==> config.mk <==
export PLATFORM = sky130hd
export DESIGN_NAME = cook_sequencer
export DESIGN_NICKNAME = d
export VERILOG_FILES = /design/src/rtl/cook_sequencer.sv
export SDC_FILE = /design/constraint.sdc
export NUM_CORES = 1
export LEC_CHECK = 0
export ABC_AREA = 1
export CELL_PAD_IN_SITES_DETAIL_PLACEMENT = 0
export CELL_PAD_IN_SITES_GLOBAL_PLACEMENT = 1
export CORE_UTILIZATION = 37
export CTS_CLUSTER_SIZE = 12
export DETAILED_ROUTE_END_ITERATION = 16
export PLACE_DENSITY_LB_ADDON = 0.2
export SYNTH_ARGS = -nofsm -noshare
export SYNTH_HDL_FRONTEND = slang
export SYNTH_SLANG_ARGS = --single-unit
==> constraint.sdc <==
create_clock -name i_clk -period 1.75 [get_ports i_clk]
set_input_delay 0.35 -clock i_clk [delete_from_list [all_inputs] [get_ports i_clk]]
set_output_delay 0.35 -clock i_clk [all_outputs]
set_load 0.1 [all_outputs]
==> src/rtl/cook_sequencer.sv <==
// ---------------------------------------------------------------------------
// cook_sequencer
//   Microwave cook-cycle controller. Captures the cook time from keypad
//   digits, runs the IDLE/COOKING/PAUSED/DONE state machine, counts the time
//   down once per second while cooking, and duty-cycles the magnetron by
//   power level.
//
// Ports
//   i_clk            system clock, all state on rising edge
//   i_rst            synchronous active-high reset
//   i_startn         start button, active low, level-sampled
//   i_stopn          stop/pause button, active low
//   i_clearn         clear button, active low
//   i_door_closed    1 = door closed
//   i_key_valid      one-cycle strobe qualifying i_key_digit
//   i_key_digit      BCD digit 0..9 (values >9 ignored)
//   i_power_level    0..3, sampled at cook start and each second boundary
//   o_time_bcd       {min_tens, min_ones, sec_tens, sec_ones}
//   o_state          0 IDLE, 1 COOKING, 2 PAUSED, 3 DONE
//   o_mag_on         magnetron enable (combinational on i_door_closed)
//   o_timer_done     high while in DONE
//   o_beep           audible alert, high while in DONE
// ---------------------------------------------------------------------------
module cook_sequencer #(
    parameter int unsigned TICKS_PER_SEC = 50_000_000,
    parameter int unsigned BEEP_SECS     = 3
) (
    input  logic        i_clk,
    input  logic        i_rst,
    input  logic        i_startn,
    input  logic        i_stopn,
    input  logic        i_clearn,
    input  logic        i_door_closed,
    input  logic        i_key_valid,
    input  logic [3:0]  i_key_digit,
    input  logic [1:0]  i_power_level,
    output logic [15:0] o_time_bcd,
    output logic [1:0]  o_state,
    output logic        o_mag_on,
    output logic        o_timer_done,
    output logic        o_beep
);

    localparam int unsigned TICK_W = $clog2(TICKS_PER_SEC);
    localparam int unsigned BEEP_W = $clog2(BEEP_SECS + 1);

    localparam logic [TICK_W-1:0] TICK_LAST = TICK_W'(TICKS_PER_SEC - 1);
    localparam logic [BEEP_W-1:0] BEEP_LAST = BEEP_W'(BEEP_SECS - 1);

    localparam logic [1:0] S_IDLE    = 2'd0;
    localparam logic [1:0] S_COOKING = 2'd1;
    localparam logic [1:0] S_PAUSED  = 2'd2;
    localparam logic [1:0] S_DONE    = 2'd3;

    logic [1:0]        r_state;
    logic [15:0]       r_time;
    logic [TICK_W-1:0] r_tick;
    logic [1:0]        r_phase;
    logic [BEEP_W-1:0] r_beep_cnt;
    logic [1:0]        r_power;

    logic [1:0]        w_state_nxt;
    logic [15:0]       w_time_nxt;
    logic [TICK_W-1:0] w_tick_nxt;
    logic [1:0]        w_phase_nxt;
    logic [BEEP_W-1:0] w_beep_nxt;
    logic [1:0]        w_power_nxt;
    logic              w_sec_tick;
    logic              w_time_zero;
    logic [15:0]       w_time_dec;

    // Mixed-radix countdown: seconds ones/tens wrap 0->9/0->5, minutes are decimal.
    // Seconds fields 60..99 simply count down as entered.
    function automatic logic [15:0] bcd_dec(input logic [15:0] t);
        logic [3:0] mt, mo, st, so;
        {mt, mo, st, so} = t;
        if (so != 4'd0) begin
            so = so - 4'd1;
        end else begin
            so = 4'd9;
            if (st != 4'd0) begin
                st = st - 4'd1;
            end else begin
                st = 4'd5;
                if (mo != 4'd0) begin
                    mo = mo - 4'd1;
                end else begin
                    mo = 4'd9;
                    mt = mt - 4'd1;
                end
            end
        end
        return {mt, mo, st, so};
    endfunction

    // State and datapath registers
    always_ff @(posedge i_clk) begin
        if (i_rst) begin
            r_state    <= S_IDLE;
            r_time     <= '0;
            r_tick     <= '0;
            r_phase    <= '0;
            r_beep_cnt <= '0;
            r_power    <= '0;
        end else begin
            r_state    <= w_state_nxt;
            r_time     <= w_time_nxt;
            r_tick     <= w_tick_nxt;
            r_phase    <= w_phase_nxt;
            r_beep_cnt <= w_beep_nxt;
            r_power    <= w_power_nxt;
        end
    end

    // Next-state and datapath update
    always_comb begin
        w_state_nxt = r_state;
        w_time_nxt  = r_time;
        w_tick_nxt  = r_tick;
        w_phase_nxt = r_phase;
        w_beep_nxt  = r_beep_cnt;
        w_power_nxt = r_power;
        w_sec_tick  = (r_tick == TICK_LAST);
        w_time_zero = (r_time == 16'h0000);
        w_time_dec  = bcd_dec(r_time);

        case (r_state)
            S_IDLE: begin
                w_tick_nxt = '0;
                w_beep_nxt = '0;
                if (!i_clearn) begin
                    w_time_nxt = '0;
                end else begin
                    if (i_key_valid && (i_key_digit <= 4'd9)) begin
                        w_time_nxt = {r_time[11:0], i_key_digit};
                    end
                    // Start qualifies on the registered time, so a digit typed
                    // while start is held begins cooking one cycle later.
                    if (!i_startn && i_door_closed && !w_time_zero) begin
                        w_state_nxt = S_COOKING;
                        w_phase_nxt = '0;
                        w_power_nxt = i_power_level;
                    end
                end
            end

            S_COOKING: begin
                if (!i_clearn) begin
                    w_state_nxt = S_IDLE;
                    w_time_nxt  = '0;
                    w_tick_nxt  = '0;
                end else if (!i_door_closed || !i_stopn) begin
                    // A coincident second tick is dropped: no decrement, no phase step.
                    w_state_nxt = S_PAUSED;
                    w_tick_nxt  = '0;
                end else if (w_sec_tick) begin
                    w_tick_nxt  = '0;
                    w_time_nxt  = w_time_dec;
                    w_phase_nxt = r_phase + 2'd1;
                    w_power_nxt = i_power_level;
                    if (w_time_dec == 16'h0000) begin
                        w_state_nxt = S_DONE;
                        w_beep_nxt  = '0;
                    end
                end else begin
                    w_tick_nxt = r_tick + TICK_W'(1);
                end
            end

            S_PAUSED: begin
                w_tick_nxt = '0;
                if (!i_clearn) begin
                    w_state_nxt = S_IDLE;
                    w_time_nxt  = '0;
                end else if (!i_startn && i_door_closed && i_stopn) begin
                    w_state_nxt = S_COOKING;
                    w_power_nxt = i_power_level;
                end
            end

            S_DONE: begin
                if (!i_clearn || !i_stopn || !i_door_closed) begin
                    w_state_nxt = S_IDLE;
                    w_time_nxt  = '0;
                    w_tick_nxt  = '0;
                    w_beep_nxt  = '0;
                end else if (w_sec_tick) begin
                    w_tick_nxt = '0;
                    if (r_beep_cnt == BEEP_LAST) begin
                        w_state_nxt = S_IDLE;
                        w_time_nxt  = '0;
                        w_beep_nxt  = '0;
                    end else begin
                        w_beep_nxt = r_beep_cnt + BEEP_W'(1);
                    end
                end else begin
                    w_tick_nxt = r_tick + TICK_W'(1);
                end
            end

            default: begin
                w_state_nxt = S_IDLE;
            end
        endcase
    end

    assign o_time_bcd   = r_time;
    assign o_state      = r_state;
    assign o_timer_done = (r_state == S_DONE);
    assign o_beep       = (r_state == S_DONE);

    // Door interlock acts directly on the enable, ahead of the state register.
    assign o_mag_on = (r_state == S_COOKING) && i_door_closed && (r_phase <= r_power);

endmodule

; ---- Word-level counts from Yosys, hierarchy flattened
; Index checks and enable logic that the tools add are counted.
[word_totals]
output_inout_bits = 21
elab_cells = 124
inputBits = 13
register_bits = 50
[op_classes]
eq_ne = 22
n_mux = 58
magnitude_cmp = 2
reduce_logical = 29
n_addsub = 7
[ops]
columns = operator, n
row1 = $mux 16, 9
row2 = $mux 26, 4
row3 = $pmux 26 s3, 1
row4 = $pmux 16 s4, 1
row5 = $mux 2, 30
row6 = $mux 4, 9
row7 = $logic_not 16->1, 2
row8 = $add 26x1->26 const B, 1
row9 = $eq 26x26->1 const B, 1
row10 = $ne 2x2->1 const B, 9
row11 = $reduce_and 6->1, 3
row12 = $sub 4x1->4 const B, 4
row13 = $ne 3x3->1 const B, 4
row14 = $pmux 2 s3, 2
row15 = $reduce_bool 4->1, 3
row16 = $ne 4x4->1 const B, 2
row17 = $pmux 2 s4, 1
row18 = $reduce_and 8->1, 1
row19 = $reduce_and 7->1, 1
row20 = $eq 2x2->1 const B, 3
row21 = $logic_and 1x1->1, 6
row22 = $ne 3x1->1 const B, 2
row23 = $reduce_bool 3->1, 2
row24 = $logic_not 1->1, 5
row25 = 9 further kinds, 12

; ---- Logic depth before layout (Yosys ltp)
; Gate-level depths: netlist of run 1.
[depth]
word_depth = 10
depth_mapped = 15
depth_no_buf = 15

; ---- Least setup slack after synthesis of run 1
; OpenSTA, ideal clock, no wires.
[synth_timing]
path_type = reg2out
startpoint = register r_state[0], in the netlist o_state[0]
endpoint = output port o_mag_on
t_required_ps = 1400
n_path_buf = 1
t_arrival_ps = 3635
stages_incl_launch_ff = 6
path_slack_ps = -2235
path_cell_list = dfxtp_1 buf_4 inv_1 nor2_2 inv_1 nor3_1
[synth_via]
elab_chain_cells = 3
[synth_lines]
columns = item, line_no
row1 = start: declaration, 55  ; logic [1:0] r_state;
row2 = start signal: assignment, 106  ; r_state <= w_state_nxt;
row3 = $eq 2x1->1, 213  ; assign o_mag_on = (r_state == S_COOKING) && i_door_closed && (r_phase <= r_power);
row4 = $logic_and 1x1->1 (2 in series), 213
row5 = end: declaration, 39  ; output logic o_mag_on,
; Every way passes these cells.

; ---- Worst setup path in the final report of run 1
[layout_timing]
startpoint = register r_tick[0]
endpoint = register r_time[10], in the netlist o_time_bcd[10]
[layout_via]
elab_chain_cells = 3
elab_cells_between_ends = 4
classes_between = 3 x eq/ne / 1 x reduce/logical
[layout_lines]
columns = item, line_no
row1 = start: declaration, 57  ; logic [TICK_W-1:0] r_tick;
row2 = start signal: assignment, 108  ; r_tick <= w_tick_nxt;
row3 = $eq 26x26->1 *, 123  ; w_sec_tick = (r_tick == TICK_LAST);
row4 = $ne 3x3->1 (no line) / $ne 3x1->1 (equally long branches), n/a
row5 = $reduce_and 6->1 (no line) *, n/a
row6 = end signal: assignment, 107  ; r_time <= w_time_nxt;
row7 = end: declaration, 56  ; logic [15:0] r_time;
; Every way passes the cells marked *; elsewhere a longest branch is shown, timed or not.
; A chain may end at the register's enable or synchronous reset.

==> results.yml, run 1 <==
floorplanning:
  core_area_mm2: 0.00826
  die_area_mm2: 0.00892
  io_pins: 34
  die_height_um: 94.5
  rows: 33
  initial_core_util_pct: 38.3
  fp.dieW_um: 94.5
setup_path:
  cpPeakStageDelay_ps: 370
  crit_fanout: 16
  critPathKind: "flip-flop to flip-flop"
  cpMaxStageDelayCell: "dfxtp_2"
  start_kind: "flip-flop"
  timing.rr.start: "r_tick[0]"
  end_kind: "flip-flop"
  r2r-end: "o_time_bcd[10]"
  rr_worst_depth: 11
  crit_chain: "ha_4 -> nand2_4 -> nor2_4 -> nand2_2 -> nor2_4 -> nand4_4 -> o21ai_4 -> nand2_4 -> buf_12 -> o21ai_2 -> a21oi_2"
  worstPathRequired_ps: 1960
  r2r_slack_ps: -100
  worstSetupStartpoint: "r_tick[0]"
  cp.arrival_ps: 2060
placement:
  numPortBuffers: 33
  dp_cells: 647
  dp_slack_ps: -262
  routabilityCongestion: 0.834
  dp.final_hpwl_um: 6340
final_layout:
  stdcell_count: 667
  antenna_cells: 0
  fill_cells: 772
  syn2layout_area_growth_pct: 52.7
  postLayoutCoreUtil_pct: 58.5
  nNetsFinal: 582
  drive_gt1_share_pct: 37.0
outcome:
  violations: "negative setup slack"
  outcome: "complete, but fails checks"
detailed_routing:
  via_per_inst: 4.96
  drtIter0Drc: 131
  wl_per_cell_um: 13.5
  antenna_left: 0
  dr.pass1.iters: 4
  drc: 0
  wirelength_um: 8990
  vias: 3308
flow_run:
  max_cap_violations: 0
synth:
  synthCells: 465
  synthTopCellsByCount: "nand2_1 (89), nor2_1 (63), inv_1 (54), dfxtp_1 (50), nand3_1 (38)"
  synthesis.area_mm2: 0.00316
  synth_cell_type_count: 41
  async_reset_ff_share_pct: 0
  yosysMostFrequentCell: "nand2_1"
  yosysTopAreaCell: "dfxtp_1"
  synth_warnings: 0
  synth_area_per_cell_um2: 6.80
  synth-main-ff-cell: "dfxtp_1"
  netlist_top_cells_area: "dfxtp_1 (32%), nand2_1 (11%), nor2_1 (7.5%)"
  synth_seq_cells: 50
  synth_top_area_share_pct: 31.6
  syn-num-nets: 486
  synth_edf_count: 0
  seq_area_frac_synth_pct: 31.6
global_routing:
  antenna_found_initial: 0
  grt_pass1_vias: 3074
  grtUsageTotal_pct: 20.6
  overflow: 0
  grt_pass1_wl_um: 14500
  grt_max_degree: 23
min_path:
  min_path_type: "flip-flop to flip-flop"
  hp-start: "r_tick[14]"
  min_to: "r_tick[14]"
  hold_depth: 2
cts:
  root_buffer: "clkbuf_8"
  clkTransAtPathRegs_ps: 100
  htree_num_levels: 2
  cts_buffers: 5
  holdBufCountCts: 0
  cts_buffer_depth: 2
  clk_latency_ps: 310
  clock_sinks: 50
  cts_tree: "built"
power_and_ir_drop:
  irDropWorstVdd_mv: 0.913
  pwr_density_cell_mw_per_mm2: 1370
  leakage_nw: 1.94
sta:
  worstMarginPinSlew_ps: 432
  setup_viol_count_final: 30
  hold_viol_final: 0
  fin_ws_ps: -100
  grt_setup_unrepaired: "true"
  max_freq_mhz: 540
  period_needed_ps: 1850
  maxSlewViolCount: 0
  skew_ps: 14.8
  min_period_over_period_pct: 106
  slew_headroom_pct: 71.2
## critical path, delay by kind of cell, from the launching register on
family	cells	cell delay, ps
AO/OA/AOI/OAI	3	450
flip-flops	1	370
buffers and inverters	1	170
AND/OR/NAND/NOR	6	620
adder cells (fa/ha/maj)	1	150
## report_power, final
part	internal [mW]	switching [mW]	leakage, nW
sequential	1.36	0.197	0.420
clock	0.414	0.413	0.0600
combinational	1.60	2.65	1.46
total	3.37	3.26	1.94
## timing repair
| action | CTS | global route |
|---|---|---|
| pin swaps | 9 | 16 |
| gates cloned | 1 | 2 |
| resized for setup | 33 | 42 |
| buffers inserted | 7 | 3 |
| setup endpoints to repair | 31 | 49 |
## cells by family (layout without fill, tap and decap cells)
group	count (synthesis)	in the layout	synth area share, %
adders and majority gates	8	8	3.16
buffers and inverters	68	164	9.22
xor gates and xnor gates	10	10	2.77
AOI/OAI and AO/OA	87	87	16.1
and+or+nand+nor	242	243	37.1
DFF	50	50	31.6
## layout make-up
class                           count  area (um^2)  area share (%)
Clock buffer                        7          108            2.23
Clock inverter                      1         8.76           0.181
Inverter                           56          226            4.69
Multi-Input combinational cell    348         2170            44.9
Sequential cell                    50         1060            22.0
Tap cell                          105          131            2.72
Timing Repair Buffer              100         1120            23.2
## per-stage QoR
step | instance area (um^2) | power, mW | hold WS (ps) | setup TNS (ps)
after floorplan | 3280 | 4.15 | 418 | -470
after global placement | 4290 | 5.42 | 494 | -5450
after detailed placement | 4290 | 5.47 | 494 | -6200
after CTS | 4620 | 6.51 | 496 | -2680
after global routing | 4830 | 7.03 | 508 | -6480
final | 4830 | 6.62 | 491 | -1900
## layer usage
metal	global-route usage, %	vias to the layer above	share of wire [%]
met2	34.7	52	49
li1	-	1718	-
met1	27.9	1534	46
met4	4.29	0	0.63
met3	2.82	4	3.6
met5	0	-	0
## cells in the final DEF, fill, tap and decap left out, types with 12 or more instances in the layout
cell / Yosys / layout
nand3_1: 38 / 33
dfxtp_1: 50 / 27
buf_4: 3 / 59
clkdlybuf4s50_1: 0 / 12
nor2_1: 63 / 57
nor2_4: 4 / 13
inv_1: 54 / 47
buf_12: 0 / 23
nand2_1: 89 / 81
a21oi_1: 35 / 31
dfxtp_4: 0 / 14
o21ai_2: 6 / 14
o21ai_0: 20 / 15
## worst max-delay path by stage
stage                           to  slack, ps  cells after the start
global placement     o_time_bcd[8]       -240                     11
detailed placement   o_time_bcd[8]       -260                     10
floorplan                 o_mag_on       -360                      5
global route         o_time_bcd[9]       -230                     11
finish              o_time_bcd[10]       -100                     11
CTS                     r_tick[24]       -130                     14
## flip-flops by register name, summed over array words and instances (netlist names)
name        flops
o_time_bcd     16
r_beep_cnt      2
r_power         2
r_tick         26
o_state         2
r_phase         2
Note: power is estimated with default switching activity, not from simulation.
==> run 2: changes to the inputs <==
--- a/config.mk
+++ b/config.mk
@@ -9,7 +9,7 @@
 export CELL_PAD_IN_SITES_DETAIL_PLACEMENT = 0
 export CELL_PAD_IN_SITES_GLOBAL_PLACEMENT = 1
 export CORE_UTILIZATION = 37
-export CTS_CLUSTER_SIZE = 12
+export CTS_CLUSTER_SIZE = 16
 export DETAILED_ROUTE_END_ITERATION = 16
 export PLACE_DENSITY_LB_ADDON = 0.2
 export SYNTH_ARGS = -nofsm -noshare
==> results of run 2 <==
Same layout as run 1: the final DEF is identical, and so are final timing and power.
==> run 3: changes to the inputs <==
--- a/config.mk
+++ b/config.mk
@@ -6,6 +6,7 @@
 export NUM_CORES = 1
 export LEC_CHECK = 0
 export ABC_AREA = 1
+export CAP_MARGIN = 25
 export CELL_PAD_IN_SITES_DETAIL_PLACEMENT = 0
 export CELL_PAD_IN_SITES_GLOBAL_PLACEMENT = 1
 export CORE_UTILIZATION = 37
==> results of run 3 <==
Same layout as run 1: the final DEF is identical, and so are final timing and power.
